$ cat config.mk
export PLATFORM = sky130hd
export DESIGN_NAME = p_if
export DESIGN_NICKNAME = d
export VERILOG_FILES = /design/src/rtl/p_if.sv
export SDC_FILE = /design/constraint.sdc
export NUM_CORES = 1
export LEC_CHECK = 0
export BUFFER_PORTS_ARGS = -buffer_cell sky130_fd_sc_hd__buf_4
export CAP_MARGIN = 25
export CORE_ASPECT_RATIO = 0.6
export CORE_UTILIZATION = 40
export DETAILED_ROUTE_END_ITERATION = 8
export GPL_TIMING_DRIVEN = 0
export PLACE_DENSITY = 0.75
export SLEW_MARGIN = 20
export SYNTH_ARGS = -nofsm -noshare
export SYNTH_HDL_FRONTEND = slang
export SYNTH_SLANG_ARGS = --single-unit
$ cat constraint.sdc
create_clock -name clk_in -period 1.85 [get_ports clk_in]
set_input_delay 0.37 -clock clk_in [delete_from_list [all_inputs] [get_ports clk_in]]
set_output_delay 0.37 -clock clk_in [all_outputs]
set_load 0.02 [all_outputs]
$ cat src/rtl/p_if.sv
`default_nettype none
// ============================================================================
// Module   : p_if
// Purpose  : Byte-serial instruction fetch unit. Assembles little-endian
//            32-bit words from an 8-bit memory port and holds them for decode.
//            Optional macro ICACHE_EN adds a 64-entry direct-mapped I-cache.
// Revision : 1.0  initial release
// ============================================================================
module p_if (
    input  logic        clk_in,
    input  logic        rst_in,
    input  logic        rdy_in,
    input  logic        mem_grant,
    input  logic [7:0]  mem_din,
    output logic        mem_rd,
    output logic [31:0] mem_a,
    input  logic        stall_in,
    input  logic        jump_in,
    input  logic [31:0] jump_addr_in,
    output logic        inst_valid,
    output logic [31:0] inst,
    output logic [31:0] inst_pc
);

    typedef enum logic [1:0] {
        S_FETCH = 2'd0,
        S_DRAIN = 2'd1,
        S_HOLD  = 2'd2
    } state_t;

    localparam logic [31:0] c_word_step  = 32'd4;
    localparam logic [31:0] c_align_mask = 32'hFFFF_FFFC;

    state_t      r_state;
    state_t      w_state_nxt;
    logic [31:0] r_pc;
    logic [31:0] r_inst;
    logic [31:0] r_inst_pc;
    logic        r_inst_valid;
    logic [1:0]  r_idx;
    logic [1:0]  r_pidx;
    logic        r_pend;

    logic        w_fetching;
    logic        w_req;
    logic        w_accept;
    logic        w_hit;
    logic [31:0] w_hit_word;

    assign w_accept = r_inst_valid & ~stall_in;
    assign w_req    = w_fetching & mem_grant;

    assign mem_rd     = w_fetching & rdy_in & rst_in;
    assign mem_a      = r_pc + {30'd0, r_idx};
    assign inst_valid = r_inst_valid;
    assign inst       = r_inst;
    assign inst_pc    = r_inst_pc;

`ifdef ICACHE_EN
    logic [63:0] r_cv;
    logic [23:0] r_ctag  [64];
    logic [31:0] r_cdata [64];
    logic [5:0]  w_cidx;
    logic        w_fill;

    assign w_cidx     = r_pc[7:2];
    assign w_hit      = (r_state == S_FETCH) && (r_idx == 2'd0) && r_cv[w_cidx]
                        && (r_ctag[w_cidx] == r_pc[31:8]);
    assign w_hit_word = r_cdata[w_cidx];
    // Fill with the completed word as the last byte lands; a jump drops it.
    assign w_fill     = (r_state == S_DRAIN) && r_pend && !jump_in;

    always_ff @(posedge clk_in) begin
        if (!rst_in) begin
            r_cv <= '0;
        end else if (rdy_in && w_fill) begin
            r_cv[w_cidx] <= 1'b1;
        end
    end

    always_ff @(posedge clk_in) begin
        if (rst_in && rdy_in && w_fill) begin
            r_ctag[w_cidx]  <= r_pc[31:8];
            r_cdata[w_cidx] <= {mem_din, r_inst[23:0]};
        end
    end
`else
    assign w_hit      = 1'b0;
    assign w_hit_word = 32'd0;
`endif

    always_comb begin
        w_state_nxt = r_state;
        w_fetching  = 1'b0;
        unique case (r_state)
            S_FETCH: begin
                if (w_hit) begin
                    w_state_nxt = S_HOLD;
                end else begin
                    w_fetching = 1'b1;
                    if (mem_grant && (r_idx == 2'd3)) begin
                        w_state_nxt = S_DRAIN;
                    end
                end
            end
            S_DRAIN: if (r_pend)   w_state_nxt = S_HOLD;
            S_HOLD:  if (w_accept) w_state_nxt = S_FETCH;
            default: w_state_nxt = S_FETCH;
        endcase
        if (jump_in) begin
            w_state_nxt = S_FETCH;
        end
    end

    always_ff @(posedge clk_in) begin
        if (!rst_in) begin
            r_state <= S_FETCH;
        end else if (rdy_in) begin
            r_state <= w_state_nxt;
        end
    end

    always_ff @(posedge clk_in) begin
        if (!rst_in) begin
            r_pc         <= 32'd0;
            r_inst       <= 32'd0;
            r_inst_pc    <= 32'd0;
            r_inst_valid <= 1'b0;
            r_idx        <= 2'd0;
            r_pidx       <= 2'd0;
            r_pend       <= 1'b0;
        end else if (rdy_in) begin
            if (jump_in) begin
                r_pc         <= jump_addr_in & c_align_mask;
                r_idx        <= 2'd0;
                r_pend       <= 1'b0;
                r_inst_valid <= 1'b0;
            end else begin
                r_pend <= w_req;
                r_pidx <= r_idx;
                // idx wraps 3 -> 0 as the fetch moves into DRAIN
                if (w_req) begin
                    r_idx <= r_idx + 2'd1;
                end
                if (r_pend) begin
                    r_inst[{r_pidx, 3'b000} +: 8] <= mem_din;
                end
                if ((r_state == S_DRAIN) && r_pend) begin
                    r_inst_valid <= 1'b1;
                    r_inst_pc    <= r_pc;
                end
                if (w_hit) begin
                    r_inst       <= w_hit_word;
                    r_inst_valid <= 1'b1;
                    r_inst_pc    <= r_pc;
                end
                if (w_accept) begin
                    r_pc         <= r_pc + c_word_step;
                    r_inst_valid <= 1'b0;
                    r_idx        <= 2'd0;
                end
            end
        end
    end

endmodule
`default_nettype wire

==> results.toml, run 1 <==
[timing]
period_needed_ps = 1790
setup_tns_ps = 0
skew_ps = 8.51
hold_violations = 0
maxSlewViolCount = 0
fin_crit_sh_pct = 96.8
setup_viol = 0
tightestPinTransition_ps = 634
slew_headroom_pct = 57.7
max_freq_mhz = 559

[floorplanning]
die_x_um = 145
coreArea_mm2 = 0.0116
placementRows = 30
ios = 144
die_y_um = 87.8
initial_core_util_pct = 42.3
die-area_mm2 = 0.0127

[global_route]
grt_usage_pct = 25.4
first_global_vias = 4739
grt_max_degree = 16
grt_overflow = 0
antenna_found_initial = 0
grt_pass1_wl_mm = 25.1

[power_and_ir_drop]
power_mw = 4.82
vdd_ir_drop_max_uv = 443
powerDensity_mw_per_mm2 = 725
intPower_mw = 3.64
combPwrFrac_pct = 10.5
pwr-share-seq_pct = 47.2
power.switching_mw = 1.18
p_leak_nw = 2.67
swShare_pct = 24.4
p_clk_share_pct = 42.2

[critical_path]
cp_slowest_cell = "dfxtp_2"
crit_chain = "clkinvlp_4, ha_4, nor3b_4, nand3_1, a21oi_1"
critPathRequiredTime_ps = 2120
worst-path-buf-inv = 1
critPathCaptureType = "register"
cpLargestDelayFamily = "simple AND/OR/NAND/NOR gates"
r2r_slack_ps = 60
crit_type = "reg -> reg"
worst_setup_path_start_kind = "register"
crit_path_max_fanout = 8
critical_path.max_stage_delay_ps = 440
critPathArrivalTime_ps = 2060

[clocking]
cts.sinks = 100
cts_tree = "built"
clk_pin_slew_ps = 70
cts_root_buf = "clkbuf_16"
clk_path_buf_depth = 2
numCtsBuffers = 9
clk_latency_ps = 350
htreeDepth = 3

[logic_synthesis]
yosysTopAreaCell = "dfxtp_1"
ys_ff_latch = 100
synth-async-reset-ratio_pct = 0
syn_avg_cell_area_um2 = 7.83
synth.top_cell.area_share_pct = 40.8
yosys-top-cells-area = "dfxtp_1 41%, nand2_1 9.3%, a21boi_0 6.1%"
ys_seq_area_share_pct = 40.8
netlist_instances = 626
synth-edff-count = 0
ys_warn_count = 0
synth_ff_type = "dfxtp_1"
synth.distinct_cells = 60
syn_area_mm2 = 0.00490

[place]
place_area_mm2 = 0.00614
dp.cells = 925
dp_hpwl_mm = 12.2
routabilityCongestion = 0.929
io_buffers = 138

[final_layout]
area_growth_pct = 35.6
drive_above_1_share_pct = 29.4
insertedDiodeCount = 0
fin_cells = 949
fin_nets = 838
fin_area_mm2 = 0.00665

[drt]
wl_per_cell_um = 17.5
num_vias = 5269
routed_wl_mm = 16.7
dr.first_iter.drc_count = 643
first_pass_iters = 9
vias_per_cell = 5.55
ant_nets = 0
drcViolationCount = 0

[min_path]
hold_class = "in -> reg"

[status]
status = "complete, no violations"

[run]
drv_cap = 0
==> repair_timing <==
| item | 4_1_cts | 5_1_grt |
|---|---|---|
| endpoints found under the setup margin | 61 | 87 |
| pin swaps | 2 | 6 |
| hold buffers | 0 | 0 |
| gates cloned | 0 | 1 |
| setup buffers | 2 | 9 |
| gates resized for setup | 8 | 47 |
==> cell usage after synthesis (2+ instances only) <==
| cell | number |
|---|---|
| and3_1 | 8 |
| o31a_1 | 4 |
| o311ai_1 | 5 |
| nor2_1 | 33 |
| nand2_1 | 122 |
| buf_4 | 3 |
| or3_1 | 2 |
| a31oi_1 | 6 |
| o21a_1 | 2 |
| a21boi_0 | 40 |
| nor3b_1 | 5 |
| o31ai_1 | 3 |
| mux2i_1 | 3 |
| xor2_1 | 2 |
| ha_1 | 7 |
| a31o_2 | 2 |
| and2_1 | 7 |
| and3b_1 | 2 |
| a21oi_1 | 45 |
| nor2b_1 | 10 |
| buf_6 | 3 |
| dfxtp_1 | 100 |
| nand4_1 | 12 |
| clkbuf_1 | 51 |
| o21ai_0 | 31 |
| nand3_1 | 47 |
| nor4_4 | 2 |
| o211ai_1 | 2 |
| nor4_1 | 3 |
| clkbuf_2 | 2 |
| nand4_4 | 3 |
| a22oi_1 | 5 |
| inv_1 | 6 |
| buf_2 | 10 |
| o21ai_1 | 5 |
| nor3_1 | 9 |
==> layer usage <==
layer	routed length, um	up-vias	GRT usage, %
li1	-	2478	-
met5	0	-	0
met4	186	0	6.48
met1	7590	2468	36.5
met3	1940	22	7.66
met2	6940	301	36.6
==> state kept, by name, summed over array words and instances (netlist names) <==
register,count
inst,32
inst_pc,30
r_pc,30
r_idx,2
r_pidx,2
r_state,2
inst_valid,1
r_pend,1
==> power by group through the flow <==
stage                     clock network [mW]  registers, mW  logic [mW]
after floorplan                            0           2.30       0.271
after global placement                     0           2.32       0.483
after detailed placement                   0           2.32       0.489
after CTS                               2.06           2.27       0.493
after global routing                    2.16           2.28       0.540
final                                   2.04           2.28       0.507
==> worst paths after layout <==
check                          from  cells after the start               endpoint
min reg2reg   inst[13]$_SDFFE_PN0P_                      2  inst[13]$_SDFFE_PN0P_
max          r_pidx[0]$_SDFFE_PN0P_                      5  inst[21]$_SDFFE_PN0P_
min                jump_addr_in[29]                      3  r_pc[29]$_SDFFE_PN0P_
max reg2reg  r_pidx[0]$_SDFFE_PN0P_                      5  inst[21]$_SDFFE_PN0P_
==> cell type report <==
type,count,area (um2)
fillers,1034,4950
multi-input cells,448,2620
flip-flops and latches,100,2020
repair buffers,150,1120
plain buffers,70,343
clock buffers,11,243
well taps,160,200
clock inverters,4,73.8
inverters,6,26.3
==> layout by cell type, fill, tap and decap left out, types with 4 or more instances in the layout <==
master / count
a21boi_0: 40
a21oi_1: 45
a22oi_1: 4
a31oi_1: 6
and2_1: 7
and3_1: 8
buf_2: 10
buf_4: 152
clkbuf_1: 42
clkbuf_16: 9
clkbuf_2: 10
dfxtp_1: 87
dfxtp_2: 12
ha_1: 4
inv_1: 5
nand2_1: 122
nand3_1: 46
nand4_1: 12
nor2_1: 32
nor2b_1: 10
nor3_1: 6
o21ai_0: 29
o21ai_1: 6
o311ai_1: 5
o31a_1: 4
==> tightest hold or removal path, cell delays in order <==
cell and delay, ps:
buf_4 80, nand2_1 40, o311ai_1 50
==> cell families (layout without fill, tap and decap cells) <==
| family | after synthesis | in the layout | synth area share, % |
|---|---|---|---|
| adder cells (fa/ha/maj) | 7 | 7 | 1.79 |
| AND/OR/NAND/NOR | 272 | 272 | 27.3 |
| other | 1 | 2 | 0.0765 |
| buffers and inverters | 79 | 241 | 7.93 |
| AO/OA/AOI/OAI | 161 | 161 | 20.9 |
| multiplexers | 3 | 3 | 0.612 |
| flip-flops | 100 | 100 | 40.8 |
| XOR/XNOR | 3 | 3 | 0.536 |
==> through the flow <==
step | util [%] | hold WS [ps] | worst slack [ps]
after floorplan | - | 467 | 74.9
after global placement | 53.0 | 442 | -264
after detailed placement | 53.0 | 449 | -337
after CTS | 56.0 | 217 | -244
after global routing | 57.3 | 210 | -38.1
final | 57.3 | 225 | 60.0
Note: power is estimated with default switching activity, not from simulation.
==> inputs of run 2 (changes only) <==
Settings changed: CORE_UTILIZATION 40 to 47, PLACE_DENSITY 0.75 to 0.85.
==> results.toml, run 2 (same netlist as run 1, synthesis figures left out) <==
[status]
status = "complete, no violations"

[run]
drv_cap = 0

[clocking]
numCtsBuffers = 9
cts.sinks = 100
clk_latency_ps = 350
cts_hold_buffers = 0
clk_path_buf_depth = 2
htreeDepth = 3
cts_root_buf = "clkbuf_16"
cts_tree = "built"
clk_pin_slew_ps = 70

[final_layout]
multi_input_area_mm2 = 0.00261
post-route-util_pct = 66.5
drive_above_1_share_pct = 28.6
insertedDiodeCount = 0
largest_reg_flops = 32
fillerInstances = 844
seqCellArea_mm2 = 0.00201
area_growth_pct = 35.4
mostFrequentLayoutCells = "152 x buf_4, 122 x nand2_1, 90 x dfxtp_1"
final_common_cell = "buf_4"
fin_nets = 838

[timing]
max_freq_mhz = 547
skew_ps = 7.10
fin_crit_sh_pct = 98.8
period_needed_ps = 1830
hold_ws_ps = 236
tightestPinTransition_ps = 610
setup_viol = 0
maxSlewViolCount = 0
hold_violations = 0
setup_tns_ps = 0
slew_headroom_pct = 59.0

[power_and_ir_drop]
powerDensity_mw_per_mm2 = 717
vdd_ir_drop_max_uv = 433
p_leak_nw = 2.67

[global_route]
first_global_vias = 4877
antenna_found_initial = 0
grt_max_degree = 16
grt_pass1_wl_mm = 25.1
grt_usage_pct = 30.1
grt_overflow = 0

[critical_path]
worst-path-buf-inv = 2
crit_type = "reg -> reg"
cpLargestDelayFamily = "flip-flops"
worst_setup_path_start_kind = "register"
critical_path.max_stage_delay_ps = 520
critPathRequiredTime_ps = 2070
crit_chain = "nand4_1, nor4_4, buf_4, buf_8, a21oi_1, o21ai_1, o311ai_2"
crit_path_max_fanout = 8
critPathCaptureType = "register"
cp_slowest_cell = "dfxtp_1"
critPathArrivalTime_ps = 2050

[floorplanning]
ios = 144
placementRows = 28
coreArea_mm2 = 0.00998
initial_core_util_pct = 49.1
die_y_um = 81.1
die-area_mm2 = 0.0109
die_x_um = 134

[drt]
drcViolationCount = 0
vias_per_cell = 5.84
first_pass_iters = 7
routed_wl_mm = 16.7
ant_nets = 0
num_vias = 5394
wl_per_cell_um = 18.1
dr.first_iter.drc_count = 574

[place]
routabilityCongestion = 0.925
dp_hpwl_mm = 12.2
io_buffers = 138

[min_path]
hold_class = "in -> reg"
==> run 2: cell type report <==
class                   count  share of cell area [%]
well taps                 135                    2.54
multi-input cells         448                    39.3
clock inverters             3                   0.678
flip-flops and latches    100                    30.3
inverters                   6                   0.339
plain buffers              71                    5.71
repair buffers            149                    17.1
clock buffers              12                    4.01
==> run 2: path summary, 6_finish.rpt <==
| check | cells after the start | start | to | slack (ps) |
|---|---|---|---|---|
| setup / recovery | 7 | r_pc[9]$_SDFFE_PN0P_ | r_pc[29]$_SDFFE_PN0P_ | 20 |
| hold / removal | 3 | jump_addr_in[27] | r_pc[27]$_SDFFE_PN0P_ | 240 |
| setup reg to reg | 7 | r_pc[9]$_SDFFE_PN0P_ | r_pc[29]$_SDFFE_PN0P_ | 20 |
| hold reg to reg | 2 | inst[17]$_SDFFE_PN0P_ | inst[17]$_SDFFE_PN0P_ | 450 |
==> run 2: metal layers <==
layer / wire (um) / up-vias / global-route usage [%]
met5: 0 / - / 0
met4: 299 / 0 / 8.52
met3: 2000 / 51 / 10.0
met2: 7140 / 346 / 45.3
met1: 7240 / 2525 / 40.9
li1: - / 2472 / -
==> run 2: where the power goes <==
group	switching (mW)	total (mW)	internal (mW)
sequential	0.0836	2.28	2.20
combinational	0.280	0.516	0.235
clock	0.814	1.97	1.15
total	1.18	4.76	3.58
==> run 2: repair_timing <==
action                     CTS  global route
setup endpoints to repair   60            87
buffers inserted             4             6
resized for setup           13            37
cloned                       0             1
pin swaps                    3             4
==> run 2: per-stage QoR <==
stage	worst slack, ps	instance area [um2]	total power, mW	std cells
global route	-45.7	6640	4.91	924
finish	21.5	6640	4.76	924
global placement	-323	6110	2.79	900
floorplan	74.9	4910	2.57	627
detailed placement	-311	6110	2.81	900
CTS	-251	6480	4.75	918
==> run 2: tightest hold or removal path: stages <==
cell and delay, ps:
buf_4 80, nand2_1 50, o311ai_1 60
==> inputs of run 3 (changes only) <==
Settings changed: ABC_AREA from default to 1.
==> results.toml, run 3 <==
[run]
drv_cap = 0

[place]
io_buffers = 137
dp_hpwl_mm = 11.9
routabilityCongestion = 0.998

[min_path]
hold_class = "in -> reg"

[drt]
first_pass_iters = 7
routed_wl_mm = 15.8
ant_nets = 0
dr.first_iter.drc_count = 737
num_vias = 5503
vias_per_cell = 5.30
drcViolationCount = 0
wl_per_cell_um = 15.2

[final_layout]
mostFrequentLayoutCells = "168 x nand2_1, 141 x buf_4, 123 x nor2_1"
fin_nets = 953
area_growth_pct = 32.5
insertedDiodeCount = 0
largest_reg_flops = 32
final_common_cell = "nand2_1"
drive_above_1_share_pct = 21.8

[clocking]
cts.sinks = 100
clk_pin_slew_ps = 70
clk_latency_ps = 350
cts_root_buf = "clkbuf_16"
numCtsBuffers = 9
htreeDepth = 3
cts_tree = "built"
clk_path_buf_depth = 2

[timing]
tightestPinTransition_ps = 592
period_needed_ps = 1780
setup_tns_ps = 0
fin_crit_sh_pct = 96.5
max_freq_mhz = 560
hold_ws_ps = 278
maxSlewViolCount = 0
slew_headroom_pct = 60.5
setup_viol = 0
hold_violations = 0
skew_ps = 4.87

[critical_path]
crit_path_max_fanout = 6
path_common_cell = "nand2_1"
critPathArrivalTime_ps = 2040
crit_path_start = "r_pc[3]$_SDFFE_PN0P_"
worstRegToRegCells = 10
cp_slowest_cell = "dfxtp_1"
cpLargestDelayFamily = "simple AND/OR/NAND/NOR gates"
r2r-end = "r_pc[30]$_SDFFE_PN0P_"
reg2reg_from = "r_pc[3]$_SDFFE_PN0P_"
critPathRequiredTime_ps = 2100
cp.depth = 10
crit_chain = "ha_1, nand2_1, nor2_4, nand2_2, nor2_2, nand2_1, nand2_1, nand3_1, nand2_1, nand2_1"
crit_type = "reg -> reg"
endpoint = "r_pc[30]$_SDFFE_PN0P_"
worst-path-buf-inv = 0
r2r_slack_ps = 70
critical_path.max_stage_delay_ps = 420
critPathCaptureType = "register"
worst_setup_path_start_kind = "register"

[logic_synthesis]
synth.top_cell.area_share_pct = 40.9
synth_most_common_cell = "nand2_1"
synth_ff_type = "dfxtp_1"
yosys-top-cells-count = "171 x nand2_1, 128 x nor2_1, 100 x dfxtp_1, 61 x a21oi_1, 57 x o21ai_0"
ys_warn_count = 0
syn_avg_cell_area_um2 = 6.51
synth-edff-count = 0
synth.distinct_cells = 31
ys_seq_area_share_pct = 40.9
yosysTopAreaCell = "dfxtp_1"
syn_area_mm2 = 0.00489
synth-async-reset-ratio_pct = 0
netlist_instances = 752
ys_ff_latch = 100
yosys-top-cells-area = "dfxtp_1 41%, nand2_1 13%, nor2_1 9.8%"

[floorplanning]
placementRows = 28
die_x_um = 134
die-area_mm2 = 0.0108
coreArea_mm2 = 0.00998
ios = 144
die_y_um = 81.1
initial_core_util_pct = 49.0

[global_route]
grt_usage_pct = 28.5
grt_max_degree = 16
grt_overflow = 0
antenna_found_initial = 0
first_global_vias = 4420
grt_pass1_wl_mm = 23.7

[status]
status = "complete, no violations"

[power_and_ir_drop]
vdd_ir_drop_max_uv = 553
p_leak_nw = 2.77
powerDensity_mw_per_mm2 = 743
==> run 3: changes by cell type after synthesis, moves of 10 or more <==
cell	change
a21boi_0	-40
a21oi_1	+16
inv_1	+50
nand2_1	+49
nand4_1	-11
nor2_1	+95
nor2b_1	-10
nor3_1	+17
o21ai_0	+26
==> run 3: cells by family after synthesis <==
group,Yosys count,synth area share [%]
compound gates,134,14.3
xor+xnor,4,0.716
fa+ha+maj,7,1.79
buf+inv,122,9.87
flops,100,40.9
other cells,1,0.0766
simple gates,384,32.4
==> run 3: cell type report <==
| class | count | area, um2 |
|---|---|---|
| inverters | 60 | 225 |
| repair buffers | 138 | 1040 |
| plain buffers | 60 | 259 |
| well taps | 135 | 169 |
| flip-flops and latches | 100 | 2000 |
| multi-input cells | 531 | 2490 |
| clock buffers | 10 | 229 |
| fillers | 893 | 3500 |
| clock inverters | 5 | 77.6 |
==> run 3: metrics by stage <==
stage	util (%)	setup slack, ps	instances	power, mW	cell area (um2)
2_1_floorplan	-	35.4	753	2.61	4900
3_3_place_gp	61.1	-118	1025	2.85	6100
3_5_place_dp	61.1	-136	1025	2.85	6100
4_1_cts	64.2	-27.8	1039	4.81	6410
5_1_grt	64.9	-17.9	1039	4.98	6480
6_report	64.9	65.5	1039	4.82	6480
==> run 3: power by group <==
part           switching, mW  leakage, nW  internal (mW)  total (mW)
logic                  0.351         1.81          0.219       0.570
registers             0.0656        0.810           2.20        2.26
clock network          0.813        0.148           1.17        1.99
==> run 3: tightest hold or removal path, stage by stage <==
cell,delay (ps)
buf_4,90
o211ai_1,70
o21ai_0,60
==> run 3: what timing repair did <==
action / in CTS / in global routing
setup endpoints to repair: 24 / 45
resized for setup: 5 / 19
buffers inserted: 0 / 1
hold buffers: 0 / 0
pin swaps: 0 / 1
==> run 3: worst min-delay path by stage <==
stage	endpoint	slack (ps)	from	depth (start not counted)
after floorplan	r_pc[31]$_SDFFE_PN0P_	460	r_pc[31]$_SDFFE_PN0P_	2
after global routing	r_pc[7]$_SDFFE_PN0P_	280	jump_addr_in[7]	3
after CTS	r_pc[8]$_SDFFE_PN0P_	270	jump_addr_in[8]	3
after detailed placement	inst[29]$_SDFFE_PN0P_	460	inst[29]$_SDFFE_PN0P_	2
after global placement	inst[25]$_SDFFE_PN0P_	450	inst[25]$_SDFFE_PN0P_	2
final	r_pc[8]$_SDFFE_PN0P_	280	jump_addr_in[8]	3
==> run 3: routing by layer <==
metal	part of all wire (%)	global-route usage [%]
met2	38	36.9
met5	0	0
met3	13	8.68
met1	48	44.8
met4	1.1	5.23
